<file path="config.mk">
export PLATFORM = sky130hd
export DESIGN_NAME = de_fe_receiver
export DESIGN_NICKNAME = d
export VERILOG_FILES = /design/src/rtl/de_fe_pkg.sv /design/src/rtl/reg_scoreboard.sv /design/src/rtl/de_fe_receiver.sv
export SDC_FILE = /design/constraint.sdc
export NUM_CORES = 1
export LEC_CHECK = 0
export ABC_AREA = 1
export BUFFER_PORTS_ARGS = -buffer_cell sky130_fd_sc_hd__buf_2
export CELL_PAD_IN_SITES_DETAIL_PLACEMENT = 0
export CELL_PAD_IN_SITES_GLOBAL_PLACEMENT = 2
export CORE_UTILIZATION = 27
export CTS_CLUSTER_DIAMETER = 120
export DETAILED_ROUTE_END_ITERATION = 6
export HOLD_SLACK_MARGIN = 0.03
export PLACE_DENSITY = 0.91
export RECOVER_POWER = 25
export SLEW_MARGIN = 30
export SYNTH_ARGS = -nofsm -noshare
export SYNTH_HDL_FRONTEND = slang
export SYNTH_HIERARCHICAL = 1
export SYNTH_SLANG_ARGS = --single-unit
</file>
<file path="constraint.sdc">
create_clock -name clk -period 3.2 [get_ports clk]
set_input_delay 0.32 -clock clk [delete_from_list [all_inputs] [get_ports clk]]
set_output_delay 0.32 -clock clk [all_outputs]
set_load 0.03 [all_outputs]
</file>
<file path="src/rtl/de_fe_pkg.sv">
// Shared constants for the decode-side fetch-latch receiver: latch field layout,
// opcode constants and the register-usage decoder.
package de_fe_pkg;

    localparam int DBITS_DEF    = 32;
    localparam int INSTBITS_DEF = 32;
    localparam int CANARY_BITS  = 4;
    localparam logic [CANARY_BITS-1:0] CANARY_VALUE = 4'hA;
    localparam int FE_W_DEF     = INSTBITS_DEF + 3 * DBITS_DEF + CANARY_BITS;

    // Latch layout, MSB first: inst, pc, pcplus, inst_count, canary
    localparam int CANARY_LSB = 0;
    localparam int CANARY_MSB = CANARY_BITS - 1;
    localparam int COUNT_LSB  = CANARY_MSB + 1;
    localparam int COUNT_MSB  = COUNT_LSB + DBITS_DEF - 1;
    localparam int PCPLUS_LSB = COUNT_MSB + 1;
    localparam int PCPLUS_MSB = PCPLUS_LSB + DBITS_DEF - 1;
    localparam int PC_LSB     = PCPLUS_MSB + 1;
    localparam int PC_MSB     = PC_LSB + DBITS_DEF - 1;
    localparam int INST_LSB   = PC_MSB + 1;
    localparam int INST_MSB   = INST_LSB + INSTBITS_DEF - 1;

    localparam logic [6:0] OP_STORE  = 7'b0100011;
    localparam logic [6:0] OP_BRANCH = 7'b1100011;
    localparam logic [6:0] OP_LUI    = 7'b0110111;
    localparam logic [6:0] OP_AUIPC  = 7'b0010111;
    localparam logic [6:0] OP_JAL    = 7'b1101111;
    localparam logic [6:0] OP_RTYPE  = 7'b0110011;

    typedef struct packed {
        logic writes_rd;
        logic use_rs1;
        logic use_rs2;
    } reg_use_t;

    function automatic reg_use_t decode_use(input logic [6:0] opcode);
        reg_use_t u;
        u.writes_rd = (opcode != OP_STORE) && (opcode != OP_BRANCH);
        u.use_rs1   = (opcode != OP_LUI) && (opcode != OP_AUIPC) && (opcode != OP_JAL);
        u.use_rs2   = (opcode == OP_RTYPE) || (opcode == OP_STORE) || (opcode == OP_BRANCH);
        return u;
    endfunction

endpackage

</file>
<file path="src/rtl/reg_scoreboard.sv">
// 32-entry register busy scoreboard; reads see a same-cycle writeback release,
// and a same-cycle set on the released register wins over the clear.
module reg_scoreboard (
    input  logic        clk,
    input  logic        rst_n,
    input  logic        clr_en,
    input  logic [4:0]  clr_idx,
    input  logic        set_en,
    input  logic [4:0]  set_idx,
    input  logic [4:0]  rs1_idx,
    input  logic [4:0]  rs2_idx,
    output logic        busy_rs1,
    output logic        busy_rs2,
    output logic [31:0] busy_vec
);

    logic [31:0] busy_q;
    logic [31:0] busy_d;
    logic [31:0] busy_eff;

    always_comb begin
        busy_eff = busy_q;
        if (clr_en) busy_eff[clr_idx] = 1'b0;
        busy_eff[0] = 1'b0;
        busy_d = busy_eff;
        if (set_en) busy_d[set_idx] = 1'b1;
        busy_d[0] = 1'b0;
    end

    always_ff @(posedge clk or negedge rst_n) begin
        if (!rst_n) busy_q <= '0;
        else        busy_q <= busy_d;
    end

    assign busy_rs1 = busy_eff[rs1_idx];
    assign busy_rs2 = busy_eff[rs2_idx];
    assign busy_vec = busy_q;

endmodule

</file>
<file path="src/rtl/de_fe_receiver.sv">
// Decode stage receiver: validates the fetch latch by canary, blocks on register
// hazards, and registers a valid-tagged decode latch for AGEX.
module de_fe_receiver
    import de_fe_pkg::*;
#(
    parameter int DBITS    = DBITS_DEF,
    parameter int INSTBITS = INSTBITS_DEF,
    parameter int FE_W     = INSTBITS + 3 * DBITS + CANARY_BITS
) (
    input  logic                clk,
    input  logic                reset,
    input  logic [FE_W-1:0]     fe_latch_in,
    input  logic                agex_stall,
    input  logic                agex_flush,
    input  logic                wb_valid,
    input  logic [4:0]          wb_rd,
    output logic                de_stall_to_fe,
    output logic                de_valid_out,
    output logic [INSTBITS-1:0] de_inst_out,
    output logic [DBITS-1:0]    de_pc_out,
    output logic [DBITS-1:0]    de_pcplus_out,
    output logic [DBITS-1:0]    de_count_out,
    output logic [4:0]          de_rd_out,
    output logic                de_wr_out,
    output logic                canary_err,
    output logic [DBITS-1:0]    canary_err_pc,
    output logic [31:0]         busy_vec
);

    logic [INSTBITS-1:0]    f_inst;
    logic [DBITS-1:0]       f_pc, f_pcplus, f_count;
    logic [CANARY_BITS-1:0] f_canary;
    logic [4:0]             f_rd, f_rs1, f_rs2;
    reg_use_t               f_use;
    logic                   in_valid, bad_word, busy_rs1, busy_rs2, hazard, issue, set_en;

    assign f_inst   = fe_latch_in[INST_MSB:INST_LSB];
    assign f_pc     = fe_latch_in[PC_MSB:PC_LSB];
    assign f_pcplus = fe_latch_in[PCPLUS_MSB:PCPLUS_LSB];
    assign f_count  = fe_latch_in[COUNT_MSB:COUNT_LSB];
    assign f_canary = fe_latch_in[CANARY_MSB:CANARY_LSB];
    assign f_rd     = f_inst[11:7];
    assign f_rs1    = f_inst[19:15];
    assign f_rs2    = f_inst[24:20];
    assign f_use    = decode_use(f_inst[6:0]);

    // An all-zero word is an ordinary bubble, not a bus fault.
    assign in_valid = (f_canary == CANARY_VALUE);
    assign bad_word = (|fe_latch_in) && !in_valid;

    assign hazard = in_valid && ((f_use.use_rs1 && busy_rs1) || (f_use.use_rs2 && busy_rs2));
    assign issue  = in_valid && !hazard && !agex_stall && !agex_flush;
    assign set_en = issue && f_use.writes_rd && (f_rd != 5'd0);
    assign de_stall_to_fe = (hazard || agex_stall) && !agex_flush;

    reg_scoreboard u_sb (
        .clk     (clk),
        .rst_n   (reset),
        .clr_en  (wb_valid),
        .clr_idx (wb_rd),
        .set_en  (set_en),
        .set_idx (f_rd),
        .rs1_idx (f_rs1),
        .rs2_idx (f_rs2),
        .busy_rs1(busy_rs1),
        .busy_rs2(busy_rs2),
        .busy_vec(busy_vec)
    );

    logic                valid_q, valid_d, wr_q, wr_d, err_q, err_d;
    logic [INSTBITS-1:0] inst_q, inst_d;
    logic [DBITS-1:0]    pc_q, pc_d, pcplus_q, pcplus_d, count_q, count_d, err_pc_q, err_pc_d;
    logic [4:0]          rd_q, rd_d;

    always_comb begin
        valid_d  = valid_q;
        inst_d   = inst_q;
        pc_d     = pc_q;
        pcplus_d = pcplus_q;
        count_d  = count_q;
        rd_d     = rd_q;
        wr_d     = wr_q;
        err_d    = err_q;
        err_pc_d = err_pc_q;
        if (agex_flush) begin
            valid_d = 1'b0;
        end else if (!agex_stall) begin
            valid_d = issue;
            if (issue) begin
                inst_d   = f_inst;
                pc_d     = f_pc;
                pcplus_d = f_pcplus;
                count_d  = f_count;
                rd_d     = f_rd;
                wr_d     = f_use.writes_rd && (f_rd != 5'd0);
            end
        end
        // Only the first bad word's PC is kept; the flag stays up until reset.
        if (bad_word && !err_q) begin
            err_d    = 1'b1;
            err_pc_d = f_pc;
        end
    end

    always_ff @(posedge clk or negedge reset) begin
        if (!reset) begin
            valid_q  <= 1'b0;
            inst_q   <= '0;
            pc_q     <= '0;
            pcplus_q <= '0;
            count_q  <= '0;
            rd_q     <= '0;
            wr_q     <= 1'b0;
            err_q    <= 1'b0;
            err_pc_q <= '0;
        end else begin
            valid_q  <= valid_d;
            inst_q   <= inst_d;
            pc_q     <= pc_d;
            pcplus_q <= pcplus_d;
            count_q  <= count_d;
            rd_q     <= rd_d;
            wr_q     <= wr_d;
            err_q    <= err_d;
            err_pc_q <= err_pc_d;
        end
    end

    assign de_valid_out  = valid_q;
    assign de_inst_out   = inst_q;
    assign de_pc_out     = pc_q;
    assign de_pcplus_out = pcplus_q;
    assign de_count_out  = count_q;
    assign de_rd_out     = rd_q;
    assign de_wr_out     = wr_q;
    assign canary_err    = err_q;
    assign canary_err_pc = err_pc_q;

endmodule

</file>
**After elaboration in Yosys (flattened, before gate mapping)**

Cells that the tools add are included.

- Bits in registers: 199
- Input bits: 142
- Output and inout bits: 201
- Word-level logic and storage cells: 72

- Order comparisons: 6
- Eq/ne operators: 10
- Muxes and demuxes: 12
- Bitwise gates (word level): 5
- Reductions and logical operators: 29

Operators by type and width:

| operator | number |
|---|---|
| OR reduction 132 bit | 1 |
| 2-to-1 mux 32 bit | 2 |
| AND 32 bit | 1 |
| NOT 32 bit | 1 |
| OR 32 bit | 1 |
| < comparator 5 x 6 -> 1 bit, second input constant | 4 |
| logical AND 1 bit | 17 |
| == test 7 x 6 -> 1 bit, second input constant | 2 |
| != test 7 x 6 -> 1 bit, second input constant | 2 |
| != test 7 bit, second input constant | 2 |
| binary-select mux 1 bit (select 5 bit) | 2 |
| demux 1 bit (select 5 bit) | 2 |
| greater-or-equal comparator 5 x 1 -> 1 bit, second input constant | 2 |
| == test 7 bit, second input constant | 1 |
| != test 7 x 5 -> 1 bit, second input constant | 1 |
| 2-to-1 mux 1 bit | 6 |
| logical NOT 1 bit | 5 |
| nonzero test 5 bit | 1 |
| == test 4 bit, second input constant | 1 |
| logical OR 1 bit | 4 |
| AND reduction 3 bit | 1 |
| != test 2 x 1 -> 1 bit, second input constant | 1 |
| NOT 1 bit | 2 |

**Longest topological paths before layout**

Gate-level depths: netlist of the first run.

- Depth after elaboration: 19
- Mapped depth: 21
- Depth with buffers taken out: 19

**Hierarchy**

The synthesis of the first run kept the hierarchy.

Modules (own cells, without submodules):

| module | instances | cells an instance | area an instance (µm²) | sequential area each (µm²) |
|---|---|---|---|---|
| de_fe_receiver | 1 | 853 | 6,994.2 | 4,078.9 |
| reg_scoreboard | 1 | 319 | 2,045.7 | 775.7 |

**Least setup slack after synthesis of the first run**

No wires, ideal clock.

- Kind: input to output
- Start point: input port fe_latch_in[120]
- End point: output port de_stall_to_fe
- Data arrival time: 2.374 ns
- Data required time: 2.880 ns
- Slack: 0.506 ns
- Stages on the path: 16
- Cell sequence: buf_2 inv_2 nor2_2 inv_1 nor2_1 nor2_1 nand2_1 nand3_1 nand2_1 nand2_1 nand2_1 nand2_1 a21oi_1 a22oi_2 buf_2 o21ai_0

- Longest elaborated chain between the ends: 7

RTL lines:

| element | RTL line | text |
|---|---|---|
| start: declaration | de_fe_receiver.sv:12 | `input logic [FE_W-1:0] fe_latch_in,` |
| binary-select mux 1 bit (select 5 bit) | reg_scoreboard.sv:36 | `assign busy_rs2 = busy_eff[rs2_idx];` |
| 2-to-1 mux 1 bit (not written as such) | reg_scoreboard.sv:36 |  |
| named net busy_rs2 | de_fe_receiver.sv:35 | `logic in_valid, bad_word, busy_rs1, busy_rs2, hazard, issue, set_en;` |
| logical AND 1 bit | de_fe_receiver.sv:51 | `assign hazard = in_valid && ((f_use.use_rs1 && busy_rs1) \|\| (f_use.use_rs2 && busy_rs2));` |
| logical OR 1 bit | de_fe_receiver.sv:51 |  |
| logical AND 1 bit | de_fe_receiver.sv:51 |  |
| logical OR 1 bit | de_fe_receiver.sv:54 | `assign de_stall_to_fe = (hazard \|\| agex_stall) && !agex_flush;` |
| logical AND 1 bit | de_fe_receiver.sv:54 |  |
| end: declaration | de_fe_receiver.sv:17 | `output logic de_stall_to_fe,` |

The timed path passes the listed nets, and every way through them passes these cells. The select of a mux whose other input is x is not followed.

**Worst setup path after layout of the first run**

- Start point: input port wb_rd[0]
- End point: output port de_stall_to_fe

- Longest elaborated chain between the ends: 14

RTL lines:

| element | RTL line | text |
|---|---|---|
| start: declaration | de_fe_receiver.sv:16 | `input logic [4:0] wb_rd,` |
| < comparator 5 x 6 -> 1 bit (not written as such) / greater-or-equal comparator 5 x 1 -> 1 bit (equally long branches) | reg_scoreboard.sv:23 | `if (clr_en) busy_eff[clr_idx] = 1'b0;` |
| logical AND 1 bit (not written as such) | reg_scoreboard.sv:23 |  |
| 2-to-1 mux 1 bit (not written as such) | reg_scoreboard.sv:23 |  |
| demux 1 bit (select 5 bit) * | -- |  |
| NOT 32 bit (no line) * | -- |  |
| AND 32 bit (no line) * | -- |  |
| 2-to-1 mux 32 bit * | reg_scoreboard.sv:23 |  |
| binary-select mux 1 bit (select 5 bit) * | reg_scoreboard.sv:36 |  |
| 2-to-1 mux 1 bit (not written as such) * | reg_scoreboard.sv:36 |  |
| named net busy_rs2 | de_fe_receiver.sv:35 |  |
| logical AND 1 bit * | de_fe_receiver.sv:51 |  |
| logical OR 1 bit * | de_fe_receiver.sv:51 |  |
| logical AND 1 bit * | de_fe_receiver.sv:51 |  |
| logical OR 1 bit * | de_fe_receiver.sv:54 |  |
| logical AND 1 bit * | de_fe_receiver.sv:54 |  |

The timed path passes the listed nets; every way through them passes the cells marked *. The select of a mux whose other input is x is not followed.

==> results of run 1 <==
==> path summary, 6_finish.rpt <==
kind | cells past startpoint | end | from | slack, ns
min in group asynchronous | 2 | de_pc_out[31] | reset | 1.04
max in group asynchronous | 3 | de_count_out[6] | reset | 0.69
worst min-delay path | 3 | de_count_out[30] | fe_latch_in[34] | 0.10
worst max-delay path | 17 | de_stall_to_fe | wb_rd[0] | 0.27
worst max register to register | 16 | u_sb/busy_vec[20] | u_sb/busy_vec[18] | 0.83
worst min register to register | 2 | de_count_out[26] | de_count_out[26] | 0.47
==> power groups by stage <==
stage	registers (mW)	clock network, mW	logic, mW
2_1_floorplan	3.67	0	0.447
3_3_place_gp	3.00	0	1.84
3_5_place_dp	3.00	0	1.85
4_1_cts	2.96	2.28	1.85
5_1_grt	3.00	2.37	1.96
6_report	2.96	2.19	1.80
==> flip-flops by register name (all words and copies together) (netlist names) <==
signal         cells
de_count_out      32
u_sb/busy_vec     31
de_wr_out          1
de_pc_out         32
de_pcplus_out     32
de_valid_out       1
de_inst_out       32
canary_err_pc     32
canary_err         1
==> cell usage in the layout, fill, tap and decap left out, types with 2 or more instances in the layout <==
| cell | instances |
|---|---|
| sky130_fd_sc_hd__buf_12 | 4 |
| sky130_fd_sc_hd__buf_2 | 287 |
| sky130_fd_sc_hd__buf_4 | 21 |
| sky130_fd_sc_hd__clkbuf_1 | 53 |
| sky130_fd_sc_hd__clkbuf_16 | 17 |
| sky130_fd_sc_hd__clkbuf_8 | 2 |
| sky130_fd_sc_hd__dfrtp_1 | 194 |
| sky130_fd_sc_hd__diode_2 | 2 |
| sky130_fd_sc_hd__inv_1 | 45 |
| sky130_fd_sc_hd__inv_2 | 8 |
| sky130_fd_sc_hd__inv_6 | 5 |
| sky130_fd_sc_hd__inv_8 | 5 |
| sky130_fd_sc_hd__nand2_1 | 449 |
| sky130_fd_sc_hd__nand3_1 | 214 |
| sky130_fd_sc_hd__nand3_2 | 2 |
| sky130_fd_sc_hd__nand4_1 | 2 |
| sky130_fd_sc_hd__nor2_1 | 117 |
| sky130_fd_sc_hd__nor2_2 | 3 |
| sky130_fd_sc_hd__nor2_4 | 2 |
| sky130_fd_sc_hd__o21ai_0 | 51 |
| sky130_fd_sc_hd__o21ai_1 | 19 |
==> metrics by stage <==
stage                     utilization (%)  total power, mW  cell area, um^2  setup WS, ns  hold WS, ns
after global routing                 36.0             7.34            11800        0.0785       0.0865
after floorplan                         -             4.11             9040         0.506       0.0244
final                                36.0             6.95            11800         0.265        0.104
after detailed placement             34.4             4.85            11200         0.193        0.416
after CTS                            36.2             7.09            11800         0.298       0.0791
after global placement               34.4             4.84            11200         0.242        0.414
==> layout make-up <==
class                           instances  area share, %
Sequential cell                       194           41.3
Multi-Input combinational cell        866           31.3
Timing Repair Buffer                  367           16.1
Tap cell                              442           4.70
Clock buffer                           19           3.85
Inverter                               53           1.69
Clock inverter                         13           1.13
Antenna cell                            2         0.0425
==> kinds of logic (layout without fill, tap and decap cells) <==
kind of cell	after synthesis	count (layout)	share of synthesized area, %
compound gates	74	74	4.29
other cells	1	3	0.0415
flops	194	194	53.7
buf+inv	112	452	5.79
simple gates	791	791	36.2
==> critical path, delay by kind of cell <==
kind / cells / cell delay, ns
simple gates: 9 / 0.85
buf+inv: 4 / 0.67
compound gates: 4 / 0.77
==> repair_timing <==
| item | in CTS | in global routing |
|---|---|---|
| hold buffers | 1 | 0 |
| endpoints found under the hold margin | 83 | 0 |
| endpoints found under the setup margin | 0 | 0 |
==> layer usage <==
layer / part of all wire (%) / vias to the layer above
li1: - / 4412
met1: 43 / 4283
met2: 46 / 365
met3: 8.6 / 35
met4: 1.4 / 10
met5: 0.17 / -
==> impl.org, run 1 <==
** Outcome
- The flow ran to the end, but the final reports show violations.
- The final reports fail on capacitance limit, slew limit.

** Pwr
- The share of total power dissipated in the clock network is 31.5%.
- IR analysis of the VDD net gives a maximum drop of between 300 and 400 uV.
- Total power density per cell area :: between 500 and 600 nW/um^2
- The share of total power dissipated in sequential elements is between 40% and 50%.
- Switching component of the power :: 2.62 mW
- Static Leak :: roughly 6.5 nW
- Combinational cell fraction of total power :: 25.9%
- Cell internal power was estimated by the tool at around 4.3 mW.
- Proportion of total power due to net switching :: 37.7%

** Worst setup path
- On the critical path, the stage with the largest delay is an instance of sky130_fd_sc_hd__o21ai_0.
- Largest fanout on the critical path :: 8
- The cell that appears most often on the critical path is sky130_fd_sc_hd__nand2_1.
- Maximum cell stage delay along the critical path :: 0.36 ns
- Traced cell by cell, the critical path runs through buf_2, inv_1, nand3_2, o21ai_0, nand2_1, nand3_1, nand2_1, nand3_1, nand2_1, nand2_1, nand2_1, nand2_1, a21oi_1, a22oi_2, buf_4, o21ai_0, buf_2.
- Arr. time, crit path :: between 2 and 3 ns
- The worst setup path is of the in -> out kind.
- Critical path data required time :: between 2 and 3 ns
- Worst setup EP type :: primary output
- Crit path launch type :: primary input

** Synthesis
- Cell types occupying the most area after synthesis :: sky130_fd_sc_hd__dfrtp_1, sky130_fd_sc_hd__nand2_1, sky130_fd_sc_hd__nand3_1
- Most used standard cells in the synthesized netlist :: sky130_fd_sc_hd__nand2_1, sky130_fd_sc_hd__nand3_1, sky130_fd_sc_hd__dfrtp_1
- Count of flip-flops with a built-in enable after synthesis :: 0
- Among all cell types in the netlist, the one instantiated most often is sky130_fd_sc_hd__nand2_1.
- Post-synthesis register bit count :: 194
- Yosys printed 6 warnings.
- Synthesis produced a netlist with a net count of 1314.
- Avg Inst Size Synth :: about 7.7 um^2
- In this run the cell area of the synthesized design comes to approximately 9000 um^2.
- Fraction of the yosys area taken by sequential cells :: between 50% and 60%
- Summed over all instances, the cell type with the most area after synthesis is sky130_fd_sc_hd__dfrtp_1.
- Of the post-synthesis cell area, the dominant cell type holds a little over half.
- FFs w/ async S/R, synth :: 100%
- The synthesized netlist contains 23 unique library cells.
- In the synthesized netlist, the number of instances is about 1200.
- Among all flip-flop cells after synthesis, the most frequent one is sky130_fd_sc_hd__dfrtp_1.

** STA
- Based on the critical path, the design can be clocked at up to between 0.3 and 0.4 GHz.
- Number of hold violations in the final report :: 0
- For the pin with the worst max-slew slack, the measured transition is roughly 2.3 ns.
- Relative slew margins :: -52.2%
- Post-route setup TNS :: 0 ns
- Worst Clk Skew :: around 0.012 ns
- Period utilization :: ~92%
- The final-report max-slew violation count is 86.
- Number of setup violations in the final report :: 0
- Unrepaired setup endpoints after global routing :: false
- The worst path in the final design needs a cycle of just under 3 ns, including I/O delays and setup.

** Drt
- Initial DRC Count :: 525
- Number of nets with antenna violations after detailed routing :: 0
- In the final routed layout, each cell accounts on average for between 15 and 20 um.
- The first detailed-routing pass took 5 iterations.
- # DRC :: 0
- Detail-routed via count per cell :: around 4.7
- Total Wirelength :: between 30000 and 40000 um
- Total via count after detailed routing :: between 9000 and 10000

** Global routing
- The total overflow left after global routing is 0.
- Maximum number of pins on one net before global-route repair :: between 100 and 150
- Met1 routing resource usage after global routing :: between 20% and 30%
- Met3 demand-to-capacity share in global routing :: 6.72%
- The via count of the first global-routing pass was 8883.
- The first global-routing pass estimated 51400 um of wire.
- Overall track demand over capacity in global routing :: between 10% and 20%
- Antenna violations before repair :: 7
- GRT met2 Usage :: 31.4%
- Busiest grt layer :: met2

** Clocking
- Once the clock tree was built, the resizer swapped 0 gates to a different size.
- CTS tree :: done
- CTS HTree Levels :: 4
- Total CTS buffers :: 17
- Post-CTS timing repair inserted 0 buffers for setup.
- The clock drives ~190 sinks.
- Maximum buffer depth of the clock tree :: 2
- Clock insertion delay at the later pin of the skew report :: between 0.4 and 0.5 ns
- Clock-pin slew was measured on the worst setup and hold paths at approximately 0.08 ns.
- Root buffer cell :: sky130_fd_sc_hd__clkbuf_16

** Layout
- Counting the fill cells in the layout gives about 3500.
- Summing all flip-flop and latch instances after layout gives between 4000 and 5000 um^2.
- Share of post-route cells with drive strength above 1 :: around a quarter
- The multi-input combinational cells in the finished layout cover a total of 3680 um^2.
- From synthesis to final layout, the design area changed by 30.1%.
- Number of non-filler instances in the completed layout :: ~2000
- At the end of the flow, the number of nets in the layout was 1641.

** Floorplanning
- IO Count :: ~340
- Placement row count :: between 60 and 70
- The die is between 150 and 200 um wide.
- The die covers 34200 um^2.
- For this configuration, the core starts out at a cell density of around 28%.
- Area of the core :: around 33000 um^2
- Measured along the y axis, the die boundary spans 185 um.

** Placed design
- Placed wire-length estimate :: around 25000 um
- Count of input and output buffers :: 341
- Gp weighted congestion :: around 0.90
- Post-Place Cells :: 1921

** Worst hold path
- The min-delay analysis places its worst path in the category in -> reg.

** Flow run
- Max-cap violations in this run came to 1.
No activity file was read; power rests on OpenSTA's default activity.
==> run 2: changes to the inputs <==
- CORE_MARGIN: default -> 2
==> run 2 against run 1 <==
Compared with the run above: the run still ends with capacitance limit, slew limit left; worst hold slack gained 0.0062 ns; core utilization shrank 0.23 points; via count shrank 0.37%; die area grew 2.2%; clock skew grew 0.0045 ns; critical endpoint unchanged; design area grew 1.1%.
==> impl.org, run 2 (synthesis gave the netlist of run 1 again) <==
** Flow run
- Max-capacitance violation count :: 1

** Clocking
- Clock-pin slew was measured on the worst setup and hold paths at 0.08 ns.
- CTS HTree Levels :: 4
- CTS tree :: done
- The clock passes through at most 2 buffers.
- The root buffer cell chosen for the clock tree is sky130_fd_sc_hd__clkbuf_16.
- The number of setup buffers added after CTS is 0.
- Clock insertion delay at the later pin of the skew report :: ~0.45 ns
- Clock net sink count :: 194
- Buffers inserted during clock tree synthesis total 17.

** Floorplanning
- Die Span X :: 187 um
- Placement row count :: 67
- Die Area :: 35000 um^2
- IO Count :: roughly 340
- Initial standard-cell utilization of the core :: 27.2%
- Area of the core :: between 30000 and 40000 um^2
- Chip height :: roughly 190 um

** Layout
- The sequential cells in the finished layout cover a total of 4850 um^2.
- Number of non-filler instances in the completed layout :: slightly below 2000
- Most frequent standard cell in the layout excluding fill and tap cells :: sky130_fd_sc_hd__nand2_1
- For this run, the share of the core covered by cells in the final layout is between 30% and 40%.
- From synthesis to final layout, the design area changed by 31.6%.
- Commonest cells after routing, fill and taps aside :: sky130_fd_sc_hd__nand2_1, sky130_fd_sc_hd__buf_2, sky130_fd_sc_hd__nand3_1
- Of the cells placed in the final design, the portion with a size suffix greater than 1 is between 20% and 30%.
- Area of the multi-input gates :: between 3000 and 4000 um^2
- Counting the fill cells in the layout gives roughly 3600.
- The final layout contains around 1600 nets.

** Pwr
- The design draws between 6 and 7 mW.
- Portion of total power attributed to the clock network :: a little under a third
- Combinational cell fraction of total power :: between 20% and 30%
- Reg power frac :: 42.5%
- Proportion of total power due to net switching :: between 30 and 40%
- Switching component of the power :: between 2 and 3 mW
- Total power density per cell area :: 587 nW/um^2
- Static Leak :: between 6 and 7 nW
- VDD sags by at most 347 uV.
- Internal power contribution :: 4.42 mW

** Worst setup path
- The worst setup path is captured at a primary output.
- Critical path data required time :: ~2.9 ns
- Of all nets on the critical path, the largest fanout is 16.
- Arr. time, crit path :: about 2.7 ns
- Class of the most critical setup path :: in -> out
- STA classifies the critical path startpoint as a primary input.

** Outcome
- The checks that failed: capacitance limit, slew limit.
- The flow ran to the end, but the final reports show violations.

** Worst hold path
- The worst hold path belongs to the class in -> reg.

** Drt
- The final route contains between 9000 and 10000 vias.
- Mean routed wirelength per cell :: 17.5 um
- # DRC :: 0
- First drt pass iteration count :: 7
- Total Wirelength :: between 30000 and 40000 um
- For this block, the initial DRC count from the detailed router was around 600.
- Using the TritonRoute via totals, the vias-per-cell ratio works out to ~4.6.
- The count of nets left with antenna violations once routing finished came out at 0.

** STA
- Measured against its own limit, the worst slew margin works out to -25.4%.
- Worst Clk Skew :: roughly 0.017 ns
- Number of setup violations in the final report :: 0
- The final-report max-slew violation count is just over 70.
- Unrepaired setup endpoints after global routing :: false
- Timing would allow up to roughly 0.34 GHz.
- Post-route setup TNS :: 0 ns
- After layout, the worst path uses 93.0% of the clock period.
- Minimum clock period :: slightly below 3 ns
- Number of hold violations in the final report :: 0
- For the pin with the worst max-slew slack, the measured transition is between 1.5 and 2 ns.

** Global routing
- Summed over all layers, the global routing overflow is 0.
- The first global-routing pass estimated approximately 53000 um of wire.
- Overall track demand over capacity in global routing :: 19.7%
- Maximum number of pins on one net before global-route repair :: roughly 110
- The number of antenna violations at the first check in global routing was 4.
- The via count of the first global-routing pass came to between 9000 and 10000.

** Placed design
- Count of input and output buffers :: between 300 and 400
- Gp weighted congestion :: around 0.9
- The HPWL after detailed placement is approximately 26000 um.
- Post-Place Cells :: 1930
run 2: changes by cell type in the layout (fill, tap and decap cells not counted), sizes merged:
| cell | change |
|---|---|
| buf | +54 |
| bufinv | +2 |
| clkbuf | -51 |
| clkinv | +1 |
| clkinvlp | +4 |
| inv | -8 |
run 2: power groups by stage:
stage	clock network [mW]	logic [mW]	registers, mW
6_report	2.17	1.84	2.96
5_1_grt	2.33	1.99	3.01
4_1_cts	2.23	1.86	2.96
3_5_place_dp	0	1.86	3.01
3_3_place_gp	0	1.86	3.00
2_1_floorplan	0	0.447	3.67
run 2: critical path, stage by stage:
cell and delay, ns:
sky130_fd_sc_hd__buf_2 0.13, sky130_fd_sc_hd__inv_1 0.14, sky130_fd_sc_hd__nand3_1 0.25, sky130_fd_sc_hd__o21ai_1 0.30, sky130_fd_sc_hd__nand2_1 0.09, sky130_fd_sc_hd__nand3_1 0.13
sky130_fd_sc_hd__nand2_1 0.06, sky130_fd_sc_hd__nand3_1 0.08, sky130_fd_sc_hd__nand2_1 0.05, sky130_fd_sc_hd__nand2_1 0.05, sky130_fd_sc_hd__nand2_1 0.07, sky130_fd_sc_hd__nand2_1 0.07
sky130_fd_sc_hd__a21oi_1 0.05, sky130_fd_sc_hd__a22oi_2 0.25, sky130_fd_sc_hd__buf_4 0.29, sky130_fd_sc_hd__o21ai_0 0.12, sky130_fd_sc_hd__buf_2 0.19
run 2: metal layers:
metal | vias up | GRT usage, % | part of all wire, %
li1 | 4410 | - | -
met1 | 4288 | 25.7 | 44
met2 | 321 | 31.0 | 46
met3 | 48 | 5.89 | 7.4
met4 | 4 | 7.08 | 2.7
met5 | - | 0 | 0.070
run 2: final timing paths:
path | slack [ns] | cells after the start | from | to
worst min register to register | 0.47 | 2 | de_count_out[27] | de_count_out[27]
worst max register to register | 0.84 | 15 | u_sb/busy_vec[27] | de_pcplus_out[13]
worst min-delay path | 0.11 | 3 | fe_latch_in[31] | de_count_out[27]
min in group asynchronous | 0.91 | 2 | reset | canary_err_pc[21]
max in group asynchronous | 0.88 | 3 | reset | de_count_out[8]
worst max-delay path | 0.22 | 17 | wb_rd[3] | de_stall_to_fe
run 2: area by class of cell:
cell class	count	area share (%)
timing repair buffer	370	16.9
inverter	53	1.67
clock buffer	19	3.64
tap	448	4.71
antenna	2	0.0421
multi-input combinational	866	31.1
sequential	194	40.8
clock inverter	12	1.13
run 2: what timing repair did:
item	CTS	global route
gates resized for setup	0	19
endpoints found under the hold margin	68	0
endpoints found under the setup margin	0	1
hold buffers	1	0
run 2: metrics by stage:
step	hold WS [ns]	worst slack, ns	cell area, um^2
final	0.110	0.224	11900
after floorplan	0.0244	0.506	9040
after global routing	0.0860	0.0291	11900
after global placement	0.388	0.137	11300
after detailed placement	0.385	0.138	11300
after CTS	0.0833	0.107	11900
==> run 3: changes to the inputs <==
- CAP_MARGIN: default -> 20
- SLEW_MARGIN: 30 -> 20
- clock period: 3.2 -> 2.8 ns (I/O delays scaled with it)
==> run 3 against run 2 <==
Compared with the run above: the run still ends with capacitance limit, slew limit left; setup slack worse by 0.11 ns; register-to-register slack got worse by 0.34 ns; core utilization rose by 0.88 points; clock power increased by 15%; highest routed layer unchanged.
==> impl.org, run 3 (synthesis gave the netlist of run 1 again) <==
** Floorplanning
- Die Area :: ~35000 um^2
- For this configuration, the core starts out at a cell density of 27.2%.
- In this run the horizontal extent of the chip is ~190 um.
- In this run the count of I/O pins placed on the die edge is roughly 340.
- Placement row count :: 67
- Area of the core :: between 30000 and 40000 um^2
- Chip height :: 187 um

** Layout
- Number of non-filler instances in the completed layout :: between 1500 and 2000
- The post-route netlist has 29.7% of its cells at a drive strength greater than 1.
- Most frequent standard cell in the layout excluding fill and tap cells :: sky130_fd_sc_hd__nand2_1
- Signed area change from the synthesized netlist to the final layout :: 34.8%
- In the final design database the tool counted 1675 nets.
- After filler insertion, the fill cell instance count of the layout stands at around 3600.
- The library cells used most frequently in the layout, excluding fill and tap cells, are sky130_fd_sc_hd__nand2_1, sky130_fd_sc_hd__buf_2, sky130_fd_sc_hd__nand3_1.

** Drt
- First drt pass iteration count :: 5
- Total Wirelength :: ~34000 um
- In the routed design, unresolved DRC markers number 0.
- Detail-routed via count per cell :: between 4 and 5
- The detailed router placed between 9000 and 10000 vias in this run.
- Once detail routing completed, the nets flagged for antenna violations numbered 0.
- Initial DRC Count :: between 500 and 600
- After detailed routing, the average wire length per cell comes to approximately 17 um.

** Clocking
- Root buffer cell :: sky130_fd_sc_hd__clkbuf_16
- Clock insertion delay at the later pin of the skew report :: about 0.46 ns
- In this run the number of H-tree levels came out at 4.
- CTS tree :: done
- Total CTS buffers :: 17
- Maximum buffer depth of the clock tree :: 2
- Clock-pin slew was measured on the worst setup and hold paths at roughly 0.080 ns.
- Counting every sink on the clock net gives approximately 190.

** Global routing
- The first global-routing pass estimated around 53000 um of wire.
- Global route total overflow :: 0
- The via count of the first global-routing pass is approximately 9100.
- Antenna violations before repair :: 6
- Maximum number of pins on one net before global-route repair :: 112
- Overall track demand over capacity in global routing :: between 10% and 20%

** STA
- At the pin with the least slew margin, the transition time is ~2.2 ns.
- On the final layout, the worst hold slack is approximately 0.068 ns.
- In the finished design, the share of the clock period the worst path needs comes to between 90% and 100%.
- Number of hold violations in the final report :: 0
- For this run, the top clock speed supported by timing is between 0.3 and 0.4 GHz.
- For the final database, setup skew stands at between 0.015 and 0.02 ns.
- Minimum clock period :: 2.69 ns
- Number of setup violations in the final report :: 0
- Max-slew violations :: 43
- Relative slew margins :: -48.4%

** Outcome
- Violated checks :: capacitance limit, slew limit
- Run status :: finished, violations left

** Placed design
- Routability-driven placement finished with a final weighted congestion of ~0.92.
- Count of input and output buffers :: between 300 and 400
- Detailed placement finished with a half-perimeter wire length of between 20000 and 30000 um.
- Counting tap cells, the placed design contains a total of ~2000 instances.

** Worst setup path
- Data on the critical path arrives at its endpoint at 2.41 ns.
- Largest fanout on the critical path :: 4
- Critical path data required time :: roughly 2.5 ns
- The worst setup path is launched from a primary input.
- STA classifies the critical path endpoint as a primary output.
- By startpoint and endpoint, the worst setup path is classified as in -> out.

** Pwr
- IR analysis of the VDD net gives a maximum drop of between 400 and 500 uV.
- Proportion of total power due to net switching :: 37.0%
- Portion of total power attributed to the clock network :: 31.2%
- The share of total power dissipated in sequential elements is 42.2%.
- Switching component of the power :: between 2 and 3 mW
- For this design the static power due to leakage is 6.90 nW.
- Internal power contribution :: around 5.0 mW
- Total power density per cell area :: 658 nW/um^2
- In this run, the combinational gates consume 26.6% of the power.

** Worst hold path
- Hold WC Path Type :: in -> reg

** Flow run
- Max-capacitance violation count :: 1
## run 3: cell count changes in the layout (fill, tap and decap cells not counted), sizes merged
cell and delta:
bufinv -1, dlymetal6s4s +1, buf +33, diode +1
clkinv +2, clkinvlp -4, clkbuf -4, inv +5
## run 3: power groups by stage
| stage | clock, mW | sequential [mW] | combinational (mW) |
|---|---|---|---|
| 4_1_cts | 2.58 | 3.39 | 2.14 |
| 3_5_place_dp | 0 | 3.43 | 2.14 |
| 2_1_floorplan | 0 | 4.19 | 0.511 |
| 5_1_grt | 2.68 | 3.44 | 2.30 |
| 3_3_place_gp | 0 | 3.42 | 2.14 |
| 6_report | 2.50 | 3.39 | 2.13 |
## run 3: worst max-delay path: stages
cell and delay [ns]:
sky130_fd_sc_hd__buf_2 0.13, sky130_fd_sc_hd__inv_1 0.12, sky130_fd_sc_hd__buf_4 0.13, sky130_fd_sc_hd__nand3_1 0.17, sky130_fd_sc_hd__o21ai_1 0.26, sky130_fd_sc_hd__nand2_1 0.08, sky130_fd_sc_hd__nand3_1 0.13, sky130_fd_sc_hd__nand2_1 0.07
sky130_fd_sc_hd__nand3_1 0.08, sky130_fd_sc_hd__nand2_1 0.05, sky130_fd_sc_hd__nand2_1 0.05, sky130_fd_sc_hd__nand2_1 0.08, sky130_fd_sc_hd__nand2_1 0.09, sky130_fd_sc_hd__a21oi_2 0.04, sky130_fd_sc_hd__a22oi_2 0.24, sky130_fd_sc_hd__buf_6 0.17
sky130_fd_sc_hd__o21ai_1 0.06, sky130_fd_sc_hd__buf_4 0.17
## run 3: timing repair
action / in CTS / in global routing
setup buffers: 0 / 2
endpoints found under the hold margin: 42 / 0
pin swaps: 0 / 3
gates resized for setup: 4 / 26
hold buffers: 1 / 0
gates cloned: 0 / 0
setup endpoints to repair: 1 / 1
## run 3: final timing paths
| kind | start | to | slack, ns | depth (start not counted) |
|---|---|---|---|---|
| hold reg to reg | de_count_out[24] | de_count_out[24] | 0.46 | 2 |
| setup / recovery | wb_rd[2] | de_stall_to_fe | 0.11 | 18 |
| max in group asynchronous | reset | de_count_out[8] | 0.34 | 3 |
| hold / removal | fe_latch_in[42] | de_pcplus_out[6] | 0.07 | 3 |
| setup reg to reg | u_sb/busy_vec[9] | u_sb/busy_vec[14] | 0.50 | 16 |
| min in group asynchronous | reset | canary_err_pc[21] | 1.15 | 2 |
## run 3: routing by layer
layer	global-route usage, %	share of wire, %
met5	0	0.11
met4	6.99	2.4
met3	5.44	7.1
met2	31.6	47
met1	25.2	43
## run 3: final cells by class
class	count	area, um^2	share of cell area (%)
multi-input combinational	866	3720	30.5
clock buffer	18	439	3.60
sequential	194	4850	39.8
antenna	3	7.51	0.0616
tap	448	561	4.60
timing repair buffer	401	2260	18.5
inverter	53	199	1.63
clock inverter	14	144	1.18
## run 3: through the flow
step           worst slack (ns)  area [um^2]  util (%)  power, mW  setup TNS, ns
2_1_floorplan             0.186         9040         -       4.70              0
3_3_place_gp            -0.0209        11500      34.6       5.56        -0.0637
3_5_place_dp            -0.0689        11500      34.6       5.58         -0.901
4_1_cts                  0.0286        12100      36.4       8.11              0
5_1_grt                -0.00418        12200      36.6       8.42       -0.00418
6_report                  0.113        12200      36.6       8.02              0
